===== config.mk =====
export PLATFORM = sky130hd
export DESIGN_NAME = spart_mmio_bridge
export DESIGN_NICKNAME = d
export VERILOG_FILES = /design/src/rtl/spart_mmio_pkg.sv /design/src/rtl/spart_mmio_bridge_byte_fifo.sv /design/src/rtl/spart_mmio_bridge.sv
export SDC_FILE = /design/constraint.sdc
export NUM_CORES = 1
export LEC_CHECK = 0
export ABC_AREA = 1
export CAP_MARGIN = 20
export CORE_UTILIZATION = 35
export DETAILED_ROUTE_END_ITERATION = 6
export PLACE_DENSITY = 0.61
export SLEW_MARGIN = 0
export SYNTH_ARGS = -nofsm -noshare
export SYNTH_HDL_FRONTEND = slang
export SYNTH_HIERARCHICAL = 1
export SYNTH_SLANG_ARGS = --single-unit

===== constraint.sdc =====
create_clock -name clk -period 2.2 [get_ports clk]
set_clock_uncertainty 0.15 [all_clocks]
set_input_delay 0.44 -clock clk [delete_from_list [all_inputs] [get_ports clk]]
set_output_delay 0.44 -clock clk [all_outputs]
set_load 0.02 [all_outputs]

===== src/rtl/spart_mmio_pkg.sv =====
// Shared definitions for the SPART MMIO bridge: register map, status bits, FSM states.
// Latency: none (definitions only).
// Backpressure: none (definitions only).
package spart_mmio_pkg;

  localparam logic [27:0] SPART_DATA_ADDR = 28'h8000000;
  localparam logic [27:0] SPART_STAT_ADDR = 28'h8000001;

  localparam int STAT_TX_RDY = 0;
  localparam int STAT_RX_AVL = 1;
  localparam int STAT_RX_OVR = 2;
  localparam int STAT_TX_OVR = 3;

  typedef enum logic [1:0] {
    IDLE  = 2'd0,
    BUSY  = 2'd1,
    ACK   = 2'd2,
    DRAIN = 2'd3
  } state_t;

endpackage


===== src/rtl/spart_mmio_bridge_byte_fifo.sv =====
// Byte FIFO with wrap-bit pointers; dout is the combinational head (0 when empty).
// Latency: a pushed byte is visible at dout the cycle after the push edge.
// Backpressure: push on full is accepted only when a pop commits in the same cycle, else ignored.
module byte_fifo #(
  parameter int DEPTH = 4
) (
  input  logic       clk,
  input  logic       rst_n,
  input  logic       push,
  input  logic       pop,
  input  logic [7:0] din,
  output logic [7:0] dout,
  output logic       full,
  output logic       empty
);

  localparam int AW = $clog2(DEPTH);
  localparam logic [AW:0] PTR_ONE = {{AW{1'b0}}, 1'b1};

  logic [AW:0] wr_ptr_q, wr_ptr_d;
  logic [AW:0] rd_ptr_q, rd_ptr_d;
  logic [7:0]  mem_q [DEPTH];
  logic        do_push;
  logic        do_pop;

  assign empty   = (wr_ptr_q == rd_ptr_q);
  assign full    = (wr_ptr_q[AW] != rd_ptr_q[AW]) && (wr_ptr_q[AW-1:0] == rd_ptr_q[AW-1:0]);
  assign do_pop  = pop && !empty;
  assign do_push = push && (!full || do_pop);
  // Gate the head so stale storage never leaks out after reset or when drained.
  assign dout    = empty ? 8'h00 : mem_q[rd_ptr_q[AW-1:0]];

  // Advance pointers for committed push/pop.
  always_comb begin
    wr_ptr_d = wr_ptr_q;
    rd_ptr_d = rd_ptr_q;
    if (do_push) wr_ptr_d = wr_ptr_q + PTR_ONE;
    if (do_pop)  rd_ptr_d = rd_ptr_q + PTR_ONE;
  end

  // Pointer registers; resetting them discards the stored contents.
  always_ff @(posedge clk or negedge rst_n) begin
    if (!rst_n) begin
      wr_ptr_q <= '0;
      rd_ptr_q <= '0;
    end else begin
      wr_ptr_q <= wr_ptr_d;
      rd_ptr_q <= rd_ptr_d;
    end
  end

  // Storage write; no reset needed since pointers define validity.
  always_ff @(posedge clk) begin
    if (do_push) mem_q[wr_ptr_q[AW-1:0]] <= din;
  end

endmodule


===== src/rtl/spart_mmio_bridge.sv =====
// MMIO slave bridging dcache polled accesses to SPART RX/TX byte FIFOs with status/data registers.
// Latency: ready pulse RESP_LATENCY+1 cycles after the request is sampled; then waits for valid to drop.
// Backpressure: one request at a time; TX full drops writes (sticky flag), RX full drops bytes (sticky flag).
module spart_mmio_bridge
  import spart_mmio_pkg::*;
#(
  parameter int RX_DEPTH     = 4,
  parameter int TX_DEPTH     = 4,
  parameter int RESP_LATENCY = 1
) (
  input  logic        clk,
  input  logic        rst_n,
  input  logic        mem_valid_data1,
  input  logic        mem_rw_data1,
  input  logic [27:0] mem_data_addr1,
  input  logic [31:0] mem_data_wr1,
  output logic        mem_ready_data1,
  output logic [31:0] mem_data_rd1,
  input  logic [7:0]  rx_data,
  input  logic        rx_valid,
  output logic [7:0]  tx_data,
  output logic        tx_valid,
  input  logic        tx_ready
);

  localparam int CW = $clog2(RESP_LATENCY) + 1;

  state_t        state_q;
  logic [CW-1:0] cnt_q;
  logic          rw_q;
  logic [27:0]   addr_q;
  logic [7:0]    wdata_q;
  logic [31:0]   rd_data_q;
  logic          ready_q;
  logic          pop_pend_q;
  logic          rx_ovr_q, rx_ovr_d;
  logic          tx_ovr_q, tx_ovr_d;

  logic        rx_full, rx_empty, rx_pop;
  logic [7:0]  rx_dout;
  logic        tx_full, tx_empty, tx_push, tx_pop;
  logic        is_data, is_stat, ack, stat_clr;
  logic [31:0] status_word;
  logic [31:0] rd_value;
  logic [23:0] unused_wr_hi;

  assign unused_wr_hi = mem_data_wr1[31:8];

  assign is_data  = (addr_q == SPART_DATA_ADDR);
  assign is_stat  = (addr_q == SPART_STAT_ADDR);
  assign ack      = (state_q == ACK);
  // Pop only if the ACK is returning a byte that was captured at BUSY exit.
  assign rx_pop   = ack && pop_pend_q;
  assign tx_push  = ack && rw_q && is_data;
  assign tx_pop   = !tx_empty && tx_ready;
  assign stat_clr = ack && !rw_q && is_stat;

  assign tx_valid        = !tx_empty;
  assign mem_ready_data1 = ready_q;
  assign mem_data_rd1    = rd_data_q;

  byte_fifo #(.DEPTH(RX_DEPTH)) u_rx_fifo (
    .clk   (clk),
    .rst_n (rst_n),
    .push  (rx_valid),
    .pop   (rx_pop),
    .din   (rx_data),
    .dout  (rx_dout),
    .full  (rx_full),
    .empty (rx_empty)
  );

  byte_fifo #(.DEPTH(TX_DEPTH)) u_tx_fifo (
    .clk   (clk),
    .rst_n (rst_n),
    .push  (tx_push),
    .pop   (tx_pop),
    .din   (wdata_q),
    .dout  (tx_data),
    .full  (tx_full),
    .empty (tx_empty)
  );

  // Build the status word and the read value for the captured request.
  always_comb begin
    status_word              = '0;
    status_word[STAT_TX_RDY] = !tx_full;
    status_word[STAT_RX_AVL] = !rx_empty;
    status_word[STAT_RX_OVR] = rx_ovr_q;
    status_word[STAT_TX_OVR] = tx_ovr_q;
    rd_value                 = '0;
    if (!rw_q) begin
      if (is_stat)      rd_value = status_word;
      else if (is_data) rd_value = {24'h0, rx_dout};
    end
  end

  // Sticky overrun flags; a new overrun wins over a same-cycle status clear.
  always_comb begin
    rx_ovr_d = rx_ovr_q;
    tx_ovr_d = tx_ovr_q;
    if (stat_clr) begin
      rx_ovr_d = 1'b0;
      tx_ovr_d = 1'b0;
    end
    if (rx_valid && rx_full && !rx_pop) rx_ovr_d = 1'b1;
    if (tx_push && tx_full && !tx_pop)  tx_ovr_d = 1'b1;
  end

  // Sticky flag registers.
  always_ff @(posedge clk or negedge rst_n) begin
    if (!rst_n) begin
      rx_ovr_q <= 1'b0;
      tx_ovr_q <= 1'b0;
    end else begin
      rx_ovr_q <= rx_ovr_d;
      tx_ovr_q <= tx_ovr_d;
    end
  end

  // Request FSM with registered ready pulse and read data.
  always_ff @(posedge clk or negedge rst_n) begin
    if (!rst_n) begin
      state_q    <= IDLE;
      cnt_q      <= '0;
      rw_q       <= 1'b0;
      addr_q     <= '0;
      wdata_q    <= '0;
      rd_data_q  <= '0;
      ready_q    <= 1'b0;
      pop_pend_q <= 1'b0;
    end else begin
      case (state_q)
        IDLE: begin
          if (mem_valid_data1) begin
            rw_q    <= mem_rw_data1;
            addr_q  <= mem_data_addr1;
            wdata_q <= mem_data_wr1[7:0];
            cnt_q   <= '0;
            state_q <= BUSY;
          end
        end
        BUSY: begin
          if (cnt_q == CW'(RESP_LATENCY - 1)) begin
            state_q    <= ACK;
            ready_q    <= 1'b1;
            rd_data_q  <= rd_value;
            pop_pend_q <= !rw_q && is_data && !rx_empty;
          end else begin
            cnt_q <= cnt_q + CW'(1);
          end
        end
        ACK: begin
          ready_q    <= 1'b0;
          pop_pend_q <= 1'b0;
          state_q    <= DRAIN;
        end
        DRAIN: begin
          if (!mem_valid_data1) state_q <= IDLE;
        end
        default: state_q <= IDLE;
      endcase
    end
  end

endmodule

==> key figures, run 1 <==
Run status
  – Status: finished, violations left
  – Failing checks: setup timing

Global routing
  – GR Overflow Total: 0
  – Vias in the first global route: 4185
  – Total Routing Usage GR: 14.9%
  – First-pass GRT wire length: 20300 um
  – Pin count of the biggest net entering global routing: 64
  – Initial antenna violation count: 0

Detailed routing
  – DRT Wirelength: 11900 um
  – Per-cell via count in the routed design: 4.45
  – Drc violations: 0
  – Top layer in use: met4
  – DRT met1 WL: 4990 um
  – Drt wl/cell: 13.3 um
  – Metal3 WL: 491 um
  – Post-route antenna net violation count: 0
  – Initial drt markers: 176
  – DR vias: 3987
  – Pre-antenna DRT Iters: 4
  – Wire length on met2: 6320 um

Clock tree
  – TritonCTS Sinks: 127
  – Clock Latency Late Sink: 410 ps
  – CTS tree: done
  – Clk pin slew, worst setup/hold paths: 60 ps
  – Num CTS Buffers: 17
  – Root Buffer: clkbuf_16
  – H-tree levels: 4
  – Maximum buffer depth of the clock tree: 2

Final layout
  – Design area: 7770 um2
  – Core Util, Final: 46.7%
  – Most frequent cells in the layout: nand2_1, nor2_1, edfxtp_1
  – Fin cells: 896
  – Nets: 751
  – Commonest non-fill, non-tap cell in the layout: nand2_1
  – Layout cells sized above 1: 24.6%
  – ANT cells: 0
  – Synthesis-to-finish area growth: 29.5%

Die
  – Row cnt: 47
  – Chip height: 133 um
  – Die Area: 17700 um2
  – Die width: 133 um
  – Core Region: 16600 um2
  – Starting Density: 36.1%
  – IO Pins: 116

Pwr
  – Total Power: 7.91 mW
  – Max VDD drop: 0.716 mV
  – P_leak: 3.42 nW
  – Power Dens Cells: 1020 nW/um2

Critical path
  – Worst endpoint required time: 1610 ps
  – R2R Path Start: u_tx_fifo/rd_ptr_q[0]
  – Crit-path slowest cell: dfrtp_2
  – Worst Setup End Kind: output pin
  – R2R Setup Slk: 80 ps
  – CP max FO: 18
  – Reg2Reg Depth: 11
  – Slowest stage delay, CP: 470 ps
  – FF-to-FF End: u_tx_fifo/mem_q[1][3]
  – Critical path cell sequence: inv_6, nand2_4, nand2_4, nand3_4, nand2_2, inv_2, buf_6
  – Critical path arrival: 1630 ps
  – Critical Path Start Type: flop
  – CP Class: reg2out
  – Most repeated library cell on the critical path: nand2_4

Yosys
  – Post-synth EDFFs: 64
  – Ys Warns: 6
  – Area share of the largest cell type after synthesis: 32.0%
  – Cell count after synthesis: 555
  – Cell variety after synth: 33
  – Ys flop type: edfxtp_1
  – Post-Syn Area per Cell: 10.8 um2
  – Synth top area cells: edfxtp_1, dfrtp_1, nand2_1
  – Async S/R FF share, synth: 49.6%
  – Sequential fraction of the synthesis area: 58.3%
  – Area leader, netlist: edfxtp_1
  – Area of the mapped netlist: 6000 um2
  – Synthesized flop and latch total: 127

STA
  – Tcrit/Tclk final: 101%
  – Final TNS setup: -43.0 ps
  – Final setup vio count: 5
  – Minimum hold slack: 328 ps
  – Setup ws final: -22.3 ps
  – Max Slew Vio Count: 0
  – Min cycle time layout: 2220 ps
  – RSZ-0062 raised after global routing: true
  – Hold Vio Cnt, Final: 0
  – Top achievable clock speed: 0.450 GHz

Worst hold path
  – Hold path cells: 2
  – Hold Path End: rx_ovr_q
  – Worst min-delay path startpoint: rx_ovr_q
  – Min-Delay Path Class: reg2reg

Placed design
  – Routability cong.: 0.761
  – Placed cells: 858
  – DP Area: 7020 um2
  – HPWL after detailed placement: 8200 um
  – PortBufs: 67
  – Place WS: -69.7 ps

Job
  – Max-cap violation count: 0
[logic make-up after synthesis]
logic type	Yosys count	share of synthesized area (%)
buffers and inverters	99	8.69
multiplexers	33	6.19
AND/OR/NAND/NOR	212	16.6
flip-flops	127	58.3
adder cells (fa/ha/maj)	14	2.92
other	1	0.0625
XOR/XNOR	6	1.50
AO/OA/AOI/OAI	63	5.73
[area by class of cell]
class / instances / area (um2)
Timing Repair Buffer: 104 / 1010
Clock buffer: 17 / 425
Inverter: 60 / 230
Multi-Input combinational cell: 353 / 2160
Fill cell: 1507 / 8870
Sequential cell: 127 / 3500
Clock inverter: 15 / 175
Tap cell: 220 / 275
[cell usage after synthesis, types with 2 or more instances]
| master | number |
|---|---|
| nand3_2 | 2 |
| nor2_2 | 5 |
| nand4_4 | 2 |
| nand2_1 | 100 |
| nand3_1 | 16 |
| buf_6 | 5 |
| inv_1 | 56 |
| buf_2 | 7 |
| xnor2_4 | 2 |
| o21ai_0 | 36 |
| edfxtp_1 | 64 |
| buf_4 | 27 |
| xor2_1 | 4 |
| o21ai_1 | 6 |
| ha_1 | 14 |
| inv_2 | 3 |
| nand3_4 | 3 |
| nand2_4 | 5 |
| dfrtp_1 | 63 |
| mux2_2 | 33 |
| o22ai_1 | 8 |
| o21ai_2 | 5 |
| a21oi_1 | 8 |
| nor2_1 | 72 |
[state kept, by name, indices dropped and copies added (netlist names), 8 cells and up]
register,count
wdata_q,8
u_rx_fifo/mem_q,32
addr_q,28
mem_data_rd1,8
u_tx_fifo/mem_q,32
[how the worst max path moves through the flow]
stage                           from               endpoint  slack, ps  depth (start not counted)
3_5_place_dp   u_tx_fifo/rd_ptr_q[0]  u_tx_fifo/mem_q[2][5]        -70                         11
6_report       u_tx_fifo/rd_ptr_q[0]             tx_data[7]        -20                          7
3_3_place_gp   u_tx_fifo/rd_ptr_q[0]             tx_data[7]        -60                          7
5_1_grt        u_tx_fifo/rd_ptr_q[0]             tx_data[0]       -120                          8
2_1_floorplan  u_tx_fifo/rd_ptr_q[0]  u_tx_fifo/mem_q[3][0]        -90                         11
4_1_cts        u_tx_fifo/rd_ptr_q[1]             tx_data[7]        -30                          6
[timing repair]
item,in CTS,in global routing
endpoints found under the hold margin,63,0
pin swaps,11,1
setup buffers,3,1
gates cloned,1,0
hold buffers,1,0
resized for setup,67,22
endpoints found under the setup margin,41,41
[routing by layer]
metal  vias to the layer above  global-route usage, %
met2                        74                   26.8
met3                        12                   4.25
met4                         0                   4.53
li1                       1991                      -
met1                      1910                   16.9
met5                         -                      0
[power breakdown]
part	switching [mW]	leakage, nW	internal [mW]	total (mW)
clock network	1.13	0.286	1.71	2.84
registers	0.324	1.35	3.12	3.45
logic	0.870	1.78	0.756	1.63
total	2.32	3.42	5.59	7.91
[critical path, delay by kind of cell (launching register included)]
kind / cells / cell delay, ps
flip-flops: 1 / 470
AND/OR/NAND/NOR: 4 / 420
buffers and inverters: 3 / 330
Power figures use the tool's default switching activity.
==> run 2, diff against run 1 <==
- SLEW_MARGIN: 0 -> 20
- SYNTH_HIERARCHICAL: 1 -> unset
==> run 2 against run 1 <==
  * Global-route usage is 0.35 points lower
  * Final cell count decreased by 3.8%
  * Via count shrank 3.4%
  * Non-clock buffer count up 4
  * Maximum frequency shrank 5.4%
  * Highest routed layer unchanged
  * Flip-flop and latch count unchanged
  * Critical path type unchanged
  * Hold slack improved by 22 ps
  * Setup slack lost 130 ps
  * Clock power rose by 1%
  * The flow still finishes with violations (setup timing)
==> key figures, run 2 <==
Detailed routing
  – Drc violations: 0 (unchanged)
  – Post-route antenna net violation count: 0 (unchanged)
  – Per-cell via count in the routed design: 4.47 (was 4.45)
  – Pre-antenna DRT Iters: 4 (unchanged)
  – DRT Wirelength: 11300 um (was 11900 um)
  – DR vias: 3853 (was 3987)
  – Initial drt markers: 203 (was 176)
  – Drt wl/cell: 13.1 um (was 13.3 um)

Clock tree
  – Root Buffer: clkbuf_16 (unchanged)
  – Num CTS Buffers: 17 (unchanged)
  – TritonCTS Sinks: 127 (unchanged)
  – H-tree levels: 4 (unchanged)
  – Clk pin slew, worst setup/hold paths: 60 ps (about the same)
  – Maximum buffer depth of the clock tree: 2 (unchanged)
  – CTS tree: done (unchanged)
  – Clock Latency Late Sink: 410 ps (about the same)

Pwr
  – P_leak: 3.36 nW (was 3.42 nW)
  – Total Power: 9.42 mW (was 7.91 mW)
  – Int Pwr: 6.39 mW (was 5.59 mW)
  – Combinational share of power: 32.3% (was 20.6%)
  – Sw Pwr: 3.04 mW (was 2.32 mW)
  – Clock network power share: 30.6% (was 35.9%)
  – Switching share of power: 32.2% (was 29.4%)
  – Power Dens Cells: 1230 nW/um2 (was 1020 nW/um2)
  – Seq pwr share: 37.1% (was 43.6%)
  – Max VDD drop: 0.574 mV (was 0.716 mV)

Yosys
  – Post-Synth XOR/XNOR Area: 2.20% (was 1.50%)
  – Post-synth EDFFs: 64 (unchanged)
  – Multiplexer share of the synthesized area: 6.99% (was 6.19%)
  – Post-Synth Adder-Cell Area: 3.23% (was 2.92%)
  – Synth top area cells: edfxtp_1, dfrtp_1, mux2_2 (was edfxtp_1, dfrtp_1, nand2_1)
  – Main combinational cell family by area after synthesis: simple AND/OR/NAND/NOR gates (unchanged)
  – Compound-cell area share of the yosys netlist: 4.40% (was 5.73%)
  – Area leader, netlist: edfxtp_1 (unchanged)
  – Sequential fraction of the synthesis area: 60.3% (was 58.3%)
  – Area share of the largest cell type after synthesis: 33.1% (was 32.0%)
  – Post-Syn Area per Cell: 11.2 um2 (was 10.8 um2)
  – Ys Warns: 0 (was 6)
  – Cell count after synthesis: 520 (was 555)
  – Area of the mapped netlist: 5800 um2 (was 6000 um2)
  – Async S/R FF share, synth: 49.6% (unchanged)
  – Simple-Gate Fraction of Synth Area: 14.9% (was 16.6%)
  – Synthesized flop and latch total: 127 (unchanged)
  – Ys flop type: edfxtp_1 (unchanged)
  – Cell variety after synth: 33 (unchanged)
  – Top cells by count, synth: nand2_1, nor2_1, edfxtp_1, dfrtp_1, inv_1 (unchanged)
  – Most frequent cell after synthesis: nand2_1 (unchanged)

Die
  – Starting Density: 36.1% (about the same)
  – Core Region: 16100 um2 (was 16600 um2)
  – IO Pins: 116 (unchanged)
  – Die width: 131 um (was 133 um)
  – Row cnt: 46 (was 47)
  – Chip height: 131 um (was 133 um)
  – Die Area: 17100 um2 (was 17700 um2)

Critical path
  – Worst endpoint required time: 1610 ps (about the same)
  – Critical Path Start Type: flop (unchanged)
  – Critical path arrival: 1760 ps (was 1630 ps)
  – Worst Setup End Kind: output pin (unchanged)
  – CP max FO: 5 (was 18)
  – CP Class: reg2out (unchanged)

Global routing
  – Pin count of the biggest net entering global routing: 24 (was 64)
  – GR Overflow Total: 0 (unchanged)
  – Total Routing Usage GR: 14.5% (was 14.9%)
  – Initial antenna violation count: 0 (unchanged)
  – First-pass GRT wire length: 18700 um (was 20300 um)
  – Vias in the first global route: 3977 (was 4185)

Job
  – Max-cap violation count: 0 (unchanged)

STA
  – Setup ws final: -150 ps (was -22.3 ps)
  – Minimum hold slack: 350 ps (was 328 ps)
  – Top achievable clock speed: 0.425 GHz (was 0.450 GHz)
  – RSZ-0062 raised after global routing: true (unchanged)
  – Relative slew slack: 63.5%
  – Final setup vio count: 9 (was 5)
  – Min cycle time layout: 2350 ps (was 2220 ps)
  – Slew @ Worst Pin: 547 ps
  – Max Slew Vio Count: 0 (unchanged)
  – Hold Vio Cnt, Final: 0 (unchanged)
  – Tcrit/Tclk final: 107% (was 101%)

Final layout
  – Layout cells sized above 1: 23.8% (was 24.6%)
  – ANT cells: 0 (unchanged)
  – Most frequent cells in the layout: nand2_1, nor2_1, edfxtp_1 (unchanged)
  – Synthesis-to-finish area growth: 32.2% (was 29.5%)
  – Core Util, Final: 47.8% (was 46.7%)
  – Nets: 722 (was 751)
  – Fin cells: 862 (was 896)
  – Number of fill cells in the layout: 1463 (was 1507)
  – Commonest non-fill, non-tap cell in the layout: nand2_1 (unchanged)

Placed design
  – Placed cells: 817 (was 858)
  – HPWL after detailed placement: 7800 um (was 8200 um)
  – PortBufs: 67 (unchanged)
  – Routability cong.: 0.762 (was 0.761)

Run status
  – Failing checks: setup timing (unchanged)
  – Status: finished, violations left (unchanged)

Worst hold path
  – Min-Delay Path Class: reg2reg (unchanged)
run 2: cell count changes after synthesis, sizes merged, moves of 2 or more:
cell	previous run	this run
xor2	4	6
o21ai	47	22
inv	60	50
o32ai	0	8
xnor2	2	6
a21oi	8	10
nand4	3	5
nand2	106	100
nand3	21	9
nor2	79	81
mux2	33	36
buf	39	37
o22ai	8	4
run 2: worst max-delay path, cell delays in order, from the launching register on:
cell,delay [ps]
dfrtp_1,420
buf_6,150
xnor2_4,240
nand3_4,170
buf_6,160
nand2_4,50
inv_2,30
buf_6,120
run 2: what timing repair did:
item,CTS,global route
hold buffers,1,0
pin swaps,10,5
gates cloned,1,0
endpoints found under the hold margin,20,0
endpoints found under the setup margin,9,71
setup buffers,7,5
gates resized for setup,64,16
run 2: through the flow:
| stage | setup slack [ps] | setup TNS, ps | cell area (um2) |
|---|---|---|---|
| 3_3_place_gp | -122 | -478 | 6820 |
| 3_5_place_dp | -126 | -777 | 6820 |
| 2_1_floorplan | 183 | 0 | 5890 |
| 6_report | -150 | -817 | 7670 |
| 5_1_grt | -223 | -1570 | 7670 |
| 4_1_cts | -224 | -1210 | 7580 |
run 2: path summary, 6_finish.rpt:
| kind | startpoint | end | slack, ps | cells after the start |
|---|---|---|---|---|
| worst max-delay path | u_tx_fifo.rd_ptr_q[0] | tx_data[7] | -150 | 7 |
| worst min-delay path | u_rx_fifo.wr_ptr_q[2] | u_rx_fifo.wr_ptr_q[2] | 350 | 1 |
| worst max register to register | u_tx_fifo.rd_ptr_q[0] | u_tx_fifo.mem_q[0][4] | 90 | 9 |
| worst min register to register | u_rx_fifo.wr_ptr_q[2] | u_rx_fifo.wr_ptr_q[2] | 350 | 1 |
| max in group asynchronous | rst_n | u_rx_fifo.wr_ptr_q[2] | 930 | 3 |
| min in group asynchronous | rst_n | addr_q[14] | 410 | 2 |
run 2: cells by family after synthesis:
logic type / count (synthesis)
and+or+nand+nor: 197
DFF: 127
buffers and inverters: 88
AOI/OAI and AO/OA: 44
muxes: 36
adders and majority gates: 15
xor gates and xnor gates: 12
other: 1
run 2: cell type report:
class,count,area [um2],area share [%]
inverter,50,188,2.45
clock buffer,17,425,5.55
sequential,127,3500,45.6
timing repair buffer,108,1060,13.8
multi-input combinational,329,2040,26.6
tap,216,270,3.52
clock inverter,15,189,2.46
run 2: power groups by stage:
stage,logic [mW],clock network (mW),registers (mW)
floorplan,1.82,0,3.44
global placement,2.63,0,3.50
detailed placement,2.72,0,3.54
CTS,3.00,2.93,3.49
global route,3.37,3.05,3.57
finish,3.04,2.88,3.50
run 2: routing by layer:
layer / track usage, % / vias up / part of all wire [%]
li1: - / 1896 / -
met1: 17.2 / 1843 / 43
met2: 25.0 / 95 / 52
met3: 3.62 / 19 / 3.6
met4: 6.42 / 0 / 2.0
met5: 0 / - / 0
